## src/rtl/iq_quant_decim.sv

```systemverilog
// iq_quant_decim: integrate-and-dump decimator with adaptive 2-bit I/Q quantizer feeding a correlator shift register.
//   clk_i        rising-edge clock
//   rst_n_i      asynchronous active-low reset
//   clr_i        sync clear of partial sums, decim/window/hit counts (threshold kept)
//   in_valid_i   in_i_i/in_q_i qualify this cycle
//   in_i_i/in_q_i  signed IN_WIDTH samples
//   we_o         one-cycle write strobe per dump
//   wdata_o      {I_sign, I_mag, Q_sign, Q_mag}
//   thr_o        current magnitude threshold
// Build option: define IQQ_FIXED_THRESH_EN to drop adaptation and hold the threshold at THR_INIT.
module iq_quant_decim #(
    parameter int IN_WIDTH  = 12,
    parameter int DECIM     = 4,
    parameter int ACC_W     = IN_WIDTH + $clog2(DECIM),
    parameter int THR_INIT  = 2048,
    parameter int WIN_LEN   = 256,
    parameter int TARGET_HI = 171,
    parameter int HYST      = 16,
    parameter int THR_STEP  = 32
) (
    input  logic                       clk_i,
    input  logic                       rst_n_i,
    input  logic                       clr_i,
    input  logic                       in_valid_i,
    input  logic signed [IN_WIDTH-1:0] in_i_i,
    input  logic signed [IN_WIDTH-1:0] in_q_i,
    output logic                       we_o,
    output logic [3:0]                 wdata_o,
    output logic [ACC_W-1:0]           thr_o
);
    localparam int DW = (DECIM > 1) ? $clog2(DECIM) : 1;
    localparam logic [DW-1:0] D_LAST = DW'(DECIM - 1);
    logic signed [ACC_W-1:0] acc_i_q, acc_i_d, acc_q_q, acc_q_d, sum_i, sum_q;
    logic [ACC_W:0] abs_i, abs_q;
    logic [DW-1:0] dcnt_q, dcnt_d;
    logic we_q, we_d, dump, mag_i, mag_q;
    logic [3:0] wdata_q, wdata_d;
    logic [ACC_W-1:0] thr;
    // Sums include the current sample so the dump sees all DECIM samples; CLR drops the sample.
    always_comb begin
        sum_i   = acc_i_q + ACC_W'(in_i_i);
        sum_q   = acc_q_q + ACC_W'(in_q_i);
        dump    = in_valid_i && !clr_i && dcnt_q == D_LAST;
        // One extra bit so negating the most-negative sum cannot wrap.
        abs_i   = sum_i[ACC_W-1] ? -(ACC_W+1)'(sum_i) : (ACC_W+1)'(sum_i);
        abs_q   = sum_q[ACC_W-1] ? -(ACC_W+1)'(sum_q) : (ACC_W+1)'(sum_q);
        mag_i   = abs_i >= {1'b0, thr};
        mag_q   = abs_q >= {1'b0, thr};
        acc_i_d = (clr_i || dump) ? '0 : in_valid_i ? sum_i : acc_i_q;
        acc_q_d = (clr_i || dump) ? '0 : in_valid_i ? sum_q : acc_q_q;
        dcnt_d  = (clr_i || dump) ? '0 : in_valid_i ? dcnt_q + DW'(1) : dcnt_q;
        we_d    = dump;
        wdata_d = dump ? {sum_i[ACC_W-1], mag_i, sum_q[ACC_W-1], mag_q} : wdata_q;
    end
    always_ff @(posedge clk_i or negedge rst_n_i) begin
        if (!rst_n_i) begin
            acc_i_q <= '0;
            acc_q_q <= '0;
            dcnt_q  <= '0;
            we_q    <= 1'b0;
            wdata_q <= '0;
        end else begin
            acc_i_q <= acc_i_d;
            acc_q_q <= acc_q_d;
            dcnt_q  <= dcnt_d;
            we_q    <= we_d;
            wdata_q <= wdata_d;
        end
    end
`ifdef IQQ_FIXED_THRESH_EN
    assign thr = ACC_W'(THR_INIT);
`else
    localparam int HW = $clog2(2 * WIN_LEN + 1);
    localparam int WW = (WIN_LEN > 1) ? $clog2(WIN_LEN) : 1;
    localparam logic [WW-1:0] W_LAST = WW'(WIN_LEN - 1);
    localparam logic [HW-1:0] HI_LIM = HW'(TARGET_HI + HYST);
    localparam logic [HW-1:0] LO_LIM = HW'(TARGET_HI - HYST);
    localparam logic [ACC_W:0] STEP = (ACC_W+1)'(THR_STEP);
    localparam logic [ACC_W-1:0] THR_MAX = '1;
    logic [ACC_W-1:0] thr_q, thr_d;
    logic [HW-1:0] hits_q, hits_d, hits_sum;
    logic [WW-1:0] win_q, win_d;
    logic [ACC_W:0] thr_up;
    logic win_end;
    // The closing dump's own mag bits count toward its window's decision.
    always_comb begin
        hits_sum = hits_q + HW'(mag_i) + HW'(mag_q);
        win_end  = dump && win_q == W_LAST;
        thr_up   = {1'b0, thr_q} + STEP;
        thr_d    = thr_q;
        if (win_end && hits_sum > HI_LIM)
            thr_d = thr_up[ACC_W] ? THR_MAX : thr_up[ACC_W-1:0];
        else if (win_end && hits_sum < LO_LIM)
            thr_d = ({1'b0, thr_q} > STEP) ? thr_q - STEP[ACC_W-1:0] : ACC_W'(1);
        hits_d   = (clr_i || win_end) ? '0 : dump ? hits_sum : hits_q;
        win_d    = (clr_i || win_end) ? '0 : dump ? win_q + WW'(1) : win_q;
    end
    always_ff @(posedge clk_i or negedge rst_n_i) begin
        if (!rst_n_i) begin
            thr_q  <= ACC_W'(THR_INIT);
            hits_q <= '0;
            win_q  <= '0;
        end else begin
            thr_q  <= thr_d;
            hits_q <= hits_d;
            win_q  <= win_d;
        end
    end
    assign thr = thr_q;
`endif
    assign we_o    = we_q;
    assign wdata_o = wdata_q;
    assign thr_o   = thr;
endmodule
```

## config.mk

```make
export PLATFORM = sky130hd
export DESIGN_NAME = iq_quant_decim
export DESIGN_NICKNAME = d
export VERILOG_FILES = /design/src/rtl/iq_quant_decim.sv
export SDC_FILE = /design/constraint.sdc
export NUM_CORES = 1
export LEC_CHECK = 0
export CORE_MARGIN = 1.5
export CORE_UTILIZATION = 35
export CTS_CLUSTER_SIZE = 8
export DETAILED_ROUTE_END_ITERATION = 8
export SYNTH_ARGS = -nofsm -noshare
export SYNTH_HDL_FRONTEND = slang
export SYNTH_SLANG_ARGS = --single-unit
```

## constraint.sdc

```tcl
create_clock -name clk_i -period 6.15 [get_ports clk_i]
set_input_delay 1.23 -clock clk_i [delete_from_list [all_inputs] [get_ports clk_i]]
set_output_delay 1.23 -clock clk_i [all_outputs]
set_load 0.01 [all_outputs]
```

; Word-level counts from Yosys, hierarchy flattened
; Cells that the tools add are included.
; Widths: inputs -> output; s select.
[op_classes]
n_addsub = 10
mul = 0
n_div = 0
order_cmp = 5
n_eq_ne = 2
shifts = 0
n_mux = 16
n_bitwise = 0
reduce_logical = 11
[ops]
columns = op, n
row1 = $mux 14, 8
row2 = $ge 15x14->1, 2
row3 = $mux 15, 2
row4 = $neg 14->15, 2
row5 = $add 14x12->14, 2
row6 = $add 10x1->10, 2
row7 = $mux 10, 2
row8 = $mux 8, 2
row9 = $add 14x6->15 const B, 1
row10 = $gt 14x6->1 const B, 1
row11 = $sub 14x6->14 const B, 1
row12 = $gt 10x8->1 const B, 1
row13 = $lt 10x8->1 const B, 1
row14 = $add 8x1->8 const B, 1
row15 = $eq 8x8->1 const B, 1
row16 = $reduce_bool 2->1, 3
row17 = $logic_and 1x1->1, 5
row18 = $mux 2, 2
row19 = $add 2x1->2 const B, 1
row20 = $eq 2x2->1 const B, 1
row21 = $logic_or 1x1->1, 2
row22 = $logic_not 1->1, 1
[totals]
ff_bits = 67
latch_bits = 0
mem_bits_rw = 0
romBits = 0
in_bits = 28
out_inout_bits = 19
word_cells = 52
memories = 0

; Depth between registers and ports, before layout
; Gate-level depths: netlist (run 1).
[logic_depth]
word_depth = 10
mapped_depth = 34
ltp_nobuf = 29

; Least setup slack after synthesis (run 1)
; OpenSTA, ideal clock, no wires.
[synth_timing]
kind = in2reg
from = input port in_q_i[6]
to = register thr_q[13], in the netlist thr_o[13]
setup_ns = 0.069
arrival_time_ns = 6.855
required_time_ns = 6.081
setup_slack_ns = -0.774
cell_stages = 32
path_buffers = 4
path_cell_list = ha_1 > buf_2 > a21oi_1 > nor2b_1 > o21a_1 > o31a_1 > or4_1 > nand3_2 > mux2_1 > ha_1 > nor2b_1 > o21a_1 > o21a_1 > o21a_1 > o21a_1 > o21ai_0 > nand2b_1 > a21oi_1 > fa_1 > inv_1 > ha_1 > buf_2 > xnor2_1 > o21ai_0 > and4b_1 > o31ai_1 > and3_1 > buf_6 > nand2b_4 > buf_6 > or4_1 > nand3_1
[synth_between]
elab_chain_cells = 8
[synth_rtl]
columns = element, line_no
row1 = from (decl), 26  ; input logic signed [IN_WIDTH-1:0] in_q_i,
row2 = $add 14x12->14 (*), 42  ; sum_q = acc_q_q + ACC_W'(in_q_i);
row3 = $neg 14->15, 46  ; abs_q = sum_q[ACC_W-1] ? -(ACC_W+1)'(sum_q) : (ACC_W+1)'(sum_q);
row4 = $mux 15 (*), 46
row5 = $ge 15x14->1 (*), 48  ; mag_q = abs_q >= {1'b0, thr};
row6 = $add 10x1->10 (*), 87  ; hits_sum = hits_q + HW'(mag_i) + HW'(mag_q);
row7 = $gt 10x8->1 or $lt 10x8->1 (tied branches), "91, 93"
row8 = $logic_and 1x1->1 (on tied branches), "91, 93"
row9 = $mux 14 or $reduce_bool 2->1 (tied branches), --
row10 = to (signal assigned), 100  ; thr_q <= ACC_W'(THR_INIT);
row11 = to (signal assigned), 104  ; thr_q <= thr_d;
row12 = to (decl), 80  ; logic [ACC_W-1:0] thr_q, thr_d;
; Mark *: on every way between the ends. The rest lies on a longest branch, timed or not.
; A chain may end at the register's enable or synchronous reset.

; Worst setup path after layout (run 1)
; Same ends and word-level chain as after synthesis.

==> impl_results.md, run 1 <==
- Status: complete, but fails checks
- Failing checks: negative setup slack
- Crit path required time: 6430 ps
- Number of global-route vias before repair: 6339
- Cts bufs inserted: 9
- H-tree Lvls: 3
- Max cap viols: 0
- 1st-pass router iterations: 4
- Num rows: 47
- Grt total ovfl: 0
- Num ports: 47
- Final worst slack: -403 ps
- Warnings, synthesis: 0
- Critical path's top delay family: simple AND/OR/NAND/NOR gates
- Hpwl dp: 12.7 mm
- Crit Path Category: input port to flop
- Max Slew Vio Count: 0
- Residual DRC: 0
- Crit. End Element: flop
- Synth Flop Type: dfrtp_1
- Lkg Pwr: 0.00437 uW
- Die Height: 133 um
- Max Freq: 153 MHz
- Syn avg cell area: 8.58 um2
- Nets: 1033
- Share of cells above drive strength 1: 0.403
- Synthesized instance count: 687
- CTS tree: yes
- Top Layer Used: met4
- Vias: 6109
- Ant diodes: 0
- Count of different cell masters after synthesis: 74
- Pin count of the biggest net entering global routing: 65
- Post-synth top area cell: dfrtp_1
- Placer congestion estimate: 0.876
- Pwr per Cell Area: 260 nW/um2
- PortBufs: 46
- Slowest CP cell: or4_4
- RSZ-0062 raised after global routing: yes
- Clock Tree Root: clkbuf_16
- Critical Path Fanout Max: 5
- Layout area overhead: 57.5%
- Pre-CTS setup slack: -1170 ps
- Register area share after synthesis: 0.272
- Global-route wire length before repair: 30.4 mm
- Slew headroom: 0.427
- DR WL/cell: 16.0 um
- Area of the mapped netlist: 5900 um2
- DR WL met3: 632 um
- Critical Path Max Stage Delay: 560 ps
- Core area: 16500 um2
- Met2 wire len: 9.61 mm
- GRT Resource Usage Total: 0.214
- Worst hold path type: flop to flop
- DIE WIDTH: 133 um
- Metal-1 WL: 8.01 mm
- Synth area leaders: dfrtp_1 27%, ha_1 13%, nor2_1 4.3%
- Final clock skew: 13.1 ps
- Antenna violations before repair: 0
- Worst-path clk slew: 60 ps
- Clk buf depth: 2
- Startpoint Class: input port
- CP Buf/Inv Count: 3
- Die area: 17600 um2
- Share of synthesized flip-flops with an asynchronous set or reset: 1.00
- Post-synth EDFFs: 0
- Fin Hold WS: 480 ps
- Hold Violations, Final: 0
- #FFs+latches synth: 64
- Net Count, Synth: 779
- Overall power: 2420 uW
- Tightest Pin Transition: 859 ps
- Starting Density: 0.357
- Final setup viols: 13
- Routed Antenna Nets: 0
- # hold bufs at CTS: 0
- Arrival time at the worst endpoint: 6840 ps
- Via-per-instance ratio: 5.24
- Worst-Skew Late Latency: 350 ps
- Minimum clock period: 6550 ps
- Most common cell on crit path: o21a_1
- Fraction of the cycle the final worst path needs: 1.07
- Sink Count: 64
- Post-synth top area share: 0.267
- Routed WL: 18.7 mm
- Worst VDD drop: 186 uV
- Starting DRT DRC Count: 359
state kept, by name, summed over array words and instances, names as in the netlist:
name / cells
acc_i_q: 14
acc_q_q: 14
thr_o: 11
hits_q: 10
win_q: 8
wdata_o: 4
dcnt_q: 2
we_o: 1
cell families (layout without fill, tap and decap cells):
group	Yosys count	count (layout)	synth area share
AND/OR/NAND/NOR	238	238	0.208
AO/OA/AOI/OAI	181	181	0.205
adder cells (fa/ha/maj)	64	64	0.140
flip-flops	64	64	0.272
buffers and inverters	57	316	0.0448
XOR/XNOR	54	54	0.0802
multiplexers	29	29	0.0501
cell usage after synthesis (5+ instances only):
master,number
o21a_1,15
nand3_1,19
o211ai_1,9
a21oi_1,39
nor2_1,68
inv_1,28
o21ai_0,38
mux2i_1,25
ha_1,61
nand2_1,47
nor4_1,6
nor3_1,16
a31oi_1,5
buf_4,6
a211oi_1,9
nor2b_1,9
clkbuf_1,14
nand2b_1,9
xnor2_1,29
o21ai_1,5
and2_1,7
o31ai_1,6
a21o_1,15
nand4_1,17
dfrtp_1,63
xor2_1,25
and3_1,8
timing repair:
| item | in CTS | in global routing |
|---|---|---|
| endpoints found under the setup margin | 12 | 13 |
| gates resized for setup | 133 | 65 |
| buffers inserted | 72 | 17 |
| pin swaps | 81 | 79 |
where the power goes:
part | internal (uW) | switching, uW
Clock | 282 | 206
Combinational | 777 | 669
Sequential | 454 | 30.4
Total | 1510 | 905
per-layer routing:
metal / up-vias / global-route usage
li1: 3024 / -
met1: 2936 / 0.257
met2: 118 / 0.384
met3: 31 / 0.0349
met4: 0 / 0.0751
met5: - / 0
placed cells by master, fill, tap and decap left out, drive strengths merged, types with 6 or more instances in the layout:
master	synthesis	final
inv	28	28
nor4	6	6
xnor2	29	29
o211ai	9	9
nand4	17	17
buf	15	237
xor2	25	25
a21o	15	15
o21ai	43	43
a211oi	10	10
clkdlybuf4s50	0	23
mux2i	25	25
nor3	20	20
o21a	15	15
dfrtp	63	63
clkbuf	14	12
nor2	68	68
nand3	20	20
nand2	48	48
nand2b	10	10
and2	7	7
a21oi	39	39
and3	9	9
o31ai	6	6
nor2b	9	9
ha	61	61
dlygate4sd2	0	6
per-stage QoR:
stage	TNS, ps	area [um2]	std cells	utilization
after CTS	-1760	8880	1152	0.537
final	-4220	9290	1166	0.562
after floorplan	-3090	6080	687	-
after detailed placement	-13350	7660	1064	0.464
after global routing	-7680	9290	1166	0.562
after global placement	-11080	7660	1064	0.464
cell type report:
class | count | area (um2)
Tap cell | 220 | 275
Sequential cell | 64 | 1600
Clock buffer | 11 | 243
Clock inverter | 5 | 32.5
Multi-Input combinational cell | 566 | 4830
Timing Repair Buffer | 272 | 2200
Inverter | 28 | 105
Fill cell | 1412 | 7240
path summary, 6_finish.rpt:
check	endpoint	cells past startpoint	startpoint	slack, ps
setup / recovery	thr_o[13]$_DFFE_PN0P_	30	in_q_i[6]	-400
hold / removal	wdata_o[1]$_DFFE_PN0P_	2	wdata_o[1]$_DFFE_PN0P_	480
setup reg to reg	thr_o[13]$_DFFE_PN0P_	29	acc_q_q[6]$_DFFE_PN0P_	100
hold reg to reg	wdata_o[1]$_DFFE_PN0P_	2	wdata_o[1]$_DFFE_PN0P_	480
max in group asynchronous	acc_q_q[1]$_DFFE_PN0P_	2	rst_n_i	4520
min in group asynchronous	wdata_o[0]$_DFFE_PN0P_	2	rst_n_i	1090
worst register-to-register path: cells and delay by family (launching register included):
kind	cells	cell delay (ps)
flops	1	430
buf+inv	2	180
compound gates	10	1900
simple gates	12	2260
mux	1	320
fa+ha+maj	4	930
No activity file was read; power rests on OpenSTA's default activity.
==> inputs of run 2 (changes only) <==
Settings changed: CORE_MARGIN 1.5 to 5.
==> run 2 against run 1 <==
The run still ends with negative setup slack left. Core utilization down 1.9 points. Non-clock buffer count down 20. Critical endpoint is now wdata_o[2]$_DFFE_PN0P_. Worst setup slack worse by 32 ps.
==> impl_results.md, run 2 (synthesis gave the netlist of run 1 again) <==
- Pwr per Cell Area: 288 nW/um2 (+10%)
- Share of cells above drive strength 1: 0.373 (-0.0302)
- Residual DRC: 0 (unchanged)
- Final worst slack: -434 ps (-31.7 ps)
- Crit Path Category: input port to flop
- Routed Antenna Nets: 0 (unchanged)
- Worst-Skew Late Latency: 340 ps (about the same)
- GRT Resource Usage Total: 0.186 (-0.0275)
- Num ports: 47 (unchanged)
- Worst r2r dst: wdata_o[2]$_DFFE_PN0P_
- Slowest CP cell: or3_4
- Max cap viols: 0 (unchanged)
- Hpwl dp: 12.5 mm (-1.3%)
- Commonest non-fill, non-tap cell in the layout: buf_4
- Failing checks: negative setup slack
- Clock Tree Root: clkbuf_16
- Commonest non-fill, non-tap cells in the layout: 188 x buf_4, 65 x nor2_1, 63 x dfrtp_1, 44 x nand2_1, 44 x ha_1
- Die area: 19500 um2 (+11%)
- H-tree Lvls: 3 (unchanged)
- Sink Count: 64 (unchanged)
- Worst hold path type: flop to flop
- # hold bufs at CTS: 0 (unchanged)
- Global-route wire length before repair: 30.4 mm (unchanged)
- Max Slew Vio Count: 0 (unchanged)
- Worst-path clk slew: 60 ps (about the same)
- DR WL/cell: 16.0 um (+0.29%)
- Ant diodes: 0 (unchanged)
- Crit path required time: 6380 ps (-50 ps)
- Hold Crit Depth: 2 (unchanged)
- Startpoint Class: input port
- Routed WL: 18.4 mm (-1.4%)
- Lkg Pwr: 0.00423 uW (-3.2%)
- Number of global-route vias before repair: 6346 (+0.11%)
- Most common cell on crit path: buf_4
- Arrival time at the worst endpoint: 6810 ps (-30 ps)
- Cts bufs inserted: 9 (unchanged)
- CP Buf/Inv Count: 17 (+14)
- Nets: 1013 (-1.9%)
- Core area: 16600 um2 (+0.36%)
- Worst VDD drop: 170 uV (-8.7%)
- DIE WIDTH: 140 um (+5.3%)
- CTS tree: yes
- Hold_sp: wdata_o[3]$_DFFE_PN0P_
- Minimum clock period: 6580 ps (+31.7 ps)
- Final setup viols: 12 (-1)
- WHS Endpoint: wdata_o[3]$_DFFE_PN0P_
- 1st-pass router iterations: 5 (+1)
- Antenna violations before repair: 0 (unchanged)
- Grt total ovfl: 0 (unchanged)
- Critical Path Max Stage Delay: 410 ps (-150 ps)
- Starting DRT DRC Count: 375 (+4.5%)
- Finished Core Util: 0.543 (-0.0192)
- Fraction of the cycle the final worst path needs: 1.07 (+0.00515)
- Critical path's top delay family: buffers and inverters
- Tightest Pin Transition: 866 ps (+6.97 ps)
- Worst r2r src: acc_i_q[0]$_DFFE_PN0P_
- Clk buf depth: 2 (unchanged)
- Die Height: 140 um (+5.3%)
- Vias: 6194 (+1.4%)
- PortBufs: 46 (unchanged)
- Layout area overhead: 52.7%
- Worst reg-to-reg path cell count: 34 (+17%)
- Critical Path Fanout Max: 3 (-2)
- Num rows: 47 (unchanged)
- Final clock skew: 5.33 ps (-7.72 ps)
- Via-per-instance ratio: 5.40 (+3.2%)
- RSZ-0062 raised after global routing: yes
- Pre-CTS setup slack: -1080 ps (+90.6 ps)
- Placer congestion estimate: 0.900 (+2.7%)
- FILL cells: 1459 (+3.3%)
- Pin count of the biggest net entering global routing: 65 (unchanged)
- Overall power: 2590 uW (+7.0%)
- Hold Violations, Final: 0 (unchanged)
- Starting Density: 0.356 (-0.00127)
- Status: complete, but fails checks
- Crit. End Element: flop
- Max Freq: 152 MHz (-0.48%)
- Flop2flop setup slack: 170 ps (+70 ps)
- Slew headroom: 0.422 (-0.00465)
==> run 2: power by group <==
part	switching, uW	leakage (uW)	internal, uW
Clock	194	0.000154	366
Combinational	687	0.00324	857
Sequential	30.2	0.000842	454
==> run 2: routing by layer <==
metal | track usage | vias to the layer above | wire [um] | part of all wire
met5 | 0 | - | 0 | 0
met4 | 0.0643 | 0 | 486 | 0.026
met3 | 0.0316 | 43 | 716 | 0.039
met2 | 0.326 | 181 | 9160 | 0.50
met1 | 0.231 | 2980 | 8030 | 0.44
li1 | - | 2990 | - | -
==> run 2: tightest hold or removal path: stages (launching register included) <==
cell	delay, ps
dfrtp_1	350
nand2_1	60
nand2_1	60
==> run 2: per-stage QoR <==
| stage | hold slack [ps] | TNS [ps] | instances | instance area, um2 |
|---|---|---|---|---|
| after global routing | 551 | -5800 | 1146 | 9000 |
| after floorplan | 489 | -3090 | 687 | 6080 |
| after global placement | 483 | -10370 | 1056 | 7600 |
| final | 506 | -2460 | 1146 | 9000 |
| after CTS | 501 | -568 | 1137 | 8690 |
| after detailed placement | 487 | -11810 | 1056 | 7600 |
==> run 2: worst max-delay path by stage <==
stage	startpoint	slack [ps]	end	depth (start not counted)
2_1_floorplan	in_q_i[6]	-490	thr_o[13]$_DFFE_PN0P_	32
3_3_place_gp	in_q_i[1]	-980	thr_o[13]$_DFFE_PN0P_	29
3_5_place_dp	in_i_i[0]	-1080	thr_o[12]$_DFFE_PN0P_	30
4_1_cts	in_q_i[6]	-140	thr_o[13]$_DFFE_PN0P_	29
5_1_grt	in_i_i[0]	-600	wdata_o[2]$_DFFE_PN0P_	35
6_report	in_i_i[0]	-430	wdata_o[2]$_DFFE_PN0P_	35
==> run 2: cell type report <==
| type | instances | area (um2) | area share |
|---|---|---|---|
| multi-input cells | 566 | 4670 | 0.518 |
| repair buffers | 252 | 2040 | 0.226 |
| flip-flops and latches | 64 | 1600 | 0.178 |
| well taps | 220 | 275 | 0.0306 |
| clock buffers | 13 | 250 | 0.0278 |
| inverters | 28 | 105 | 0.0117 |
| clock inverters | 3 | 65.1 | 0.00723 |
==> run 2: what timing repair did <==
item / CTS / global route
endpoints found under the setup margin: 11 / 12
buffers inserted: 65 / 9
resized for setup: 116 / 49
pin swaps: 84 / 35
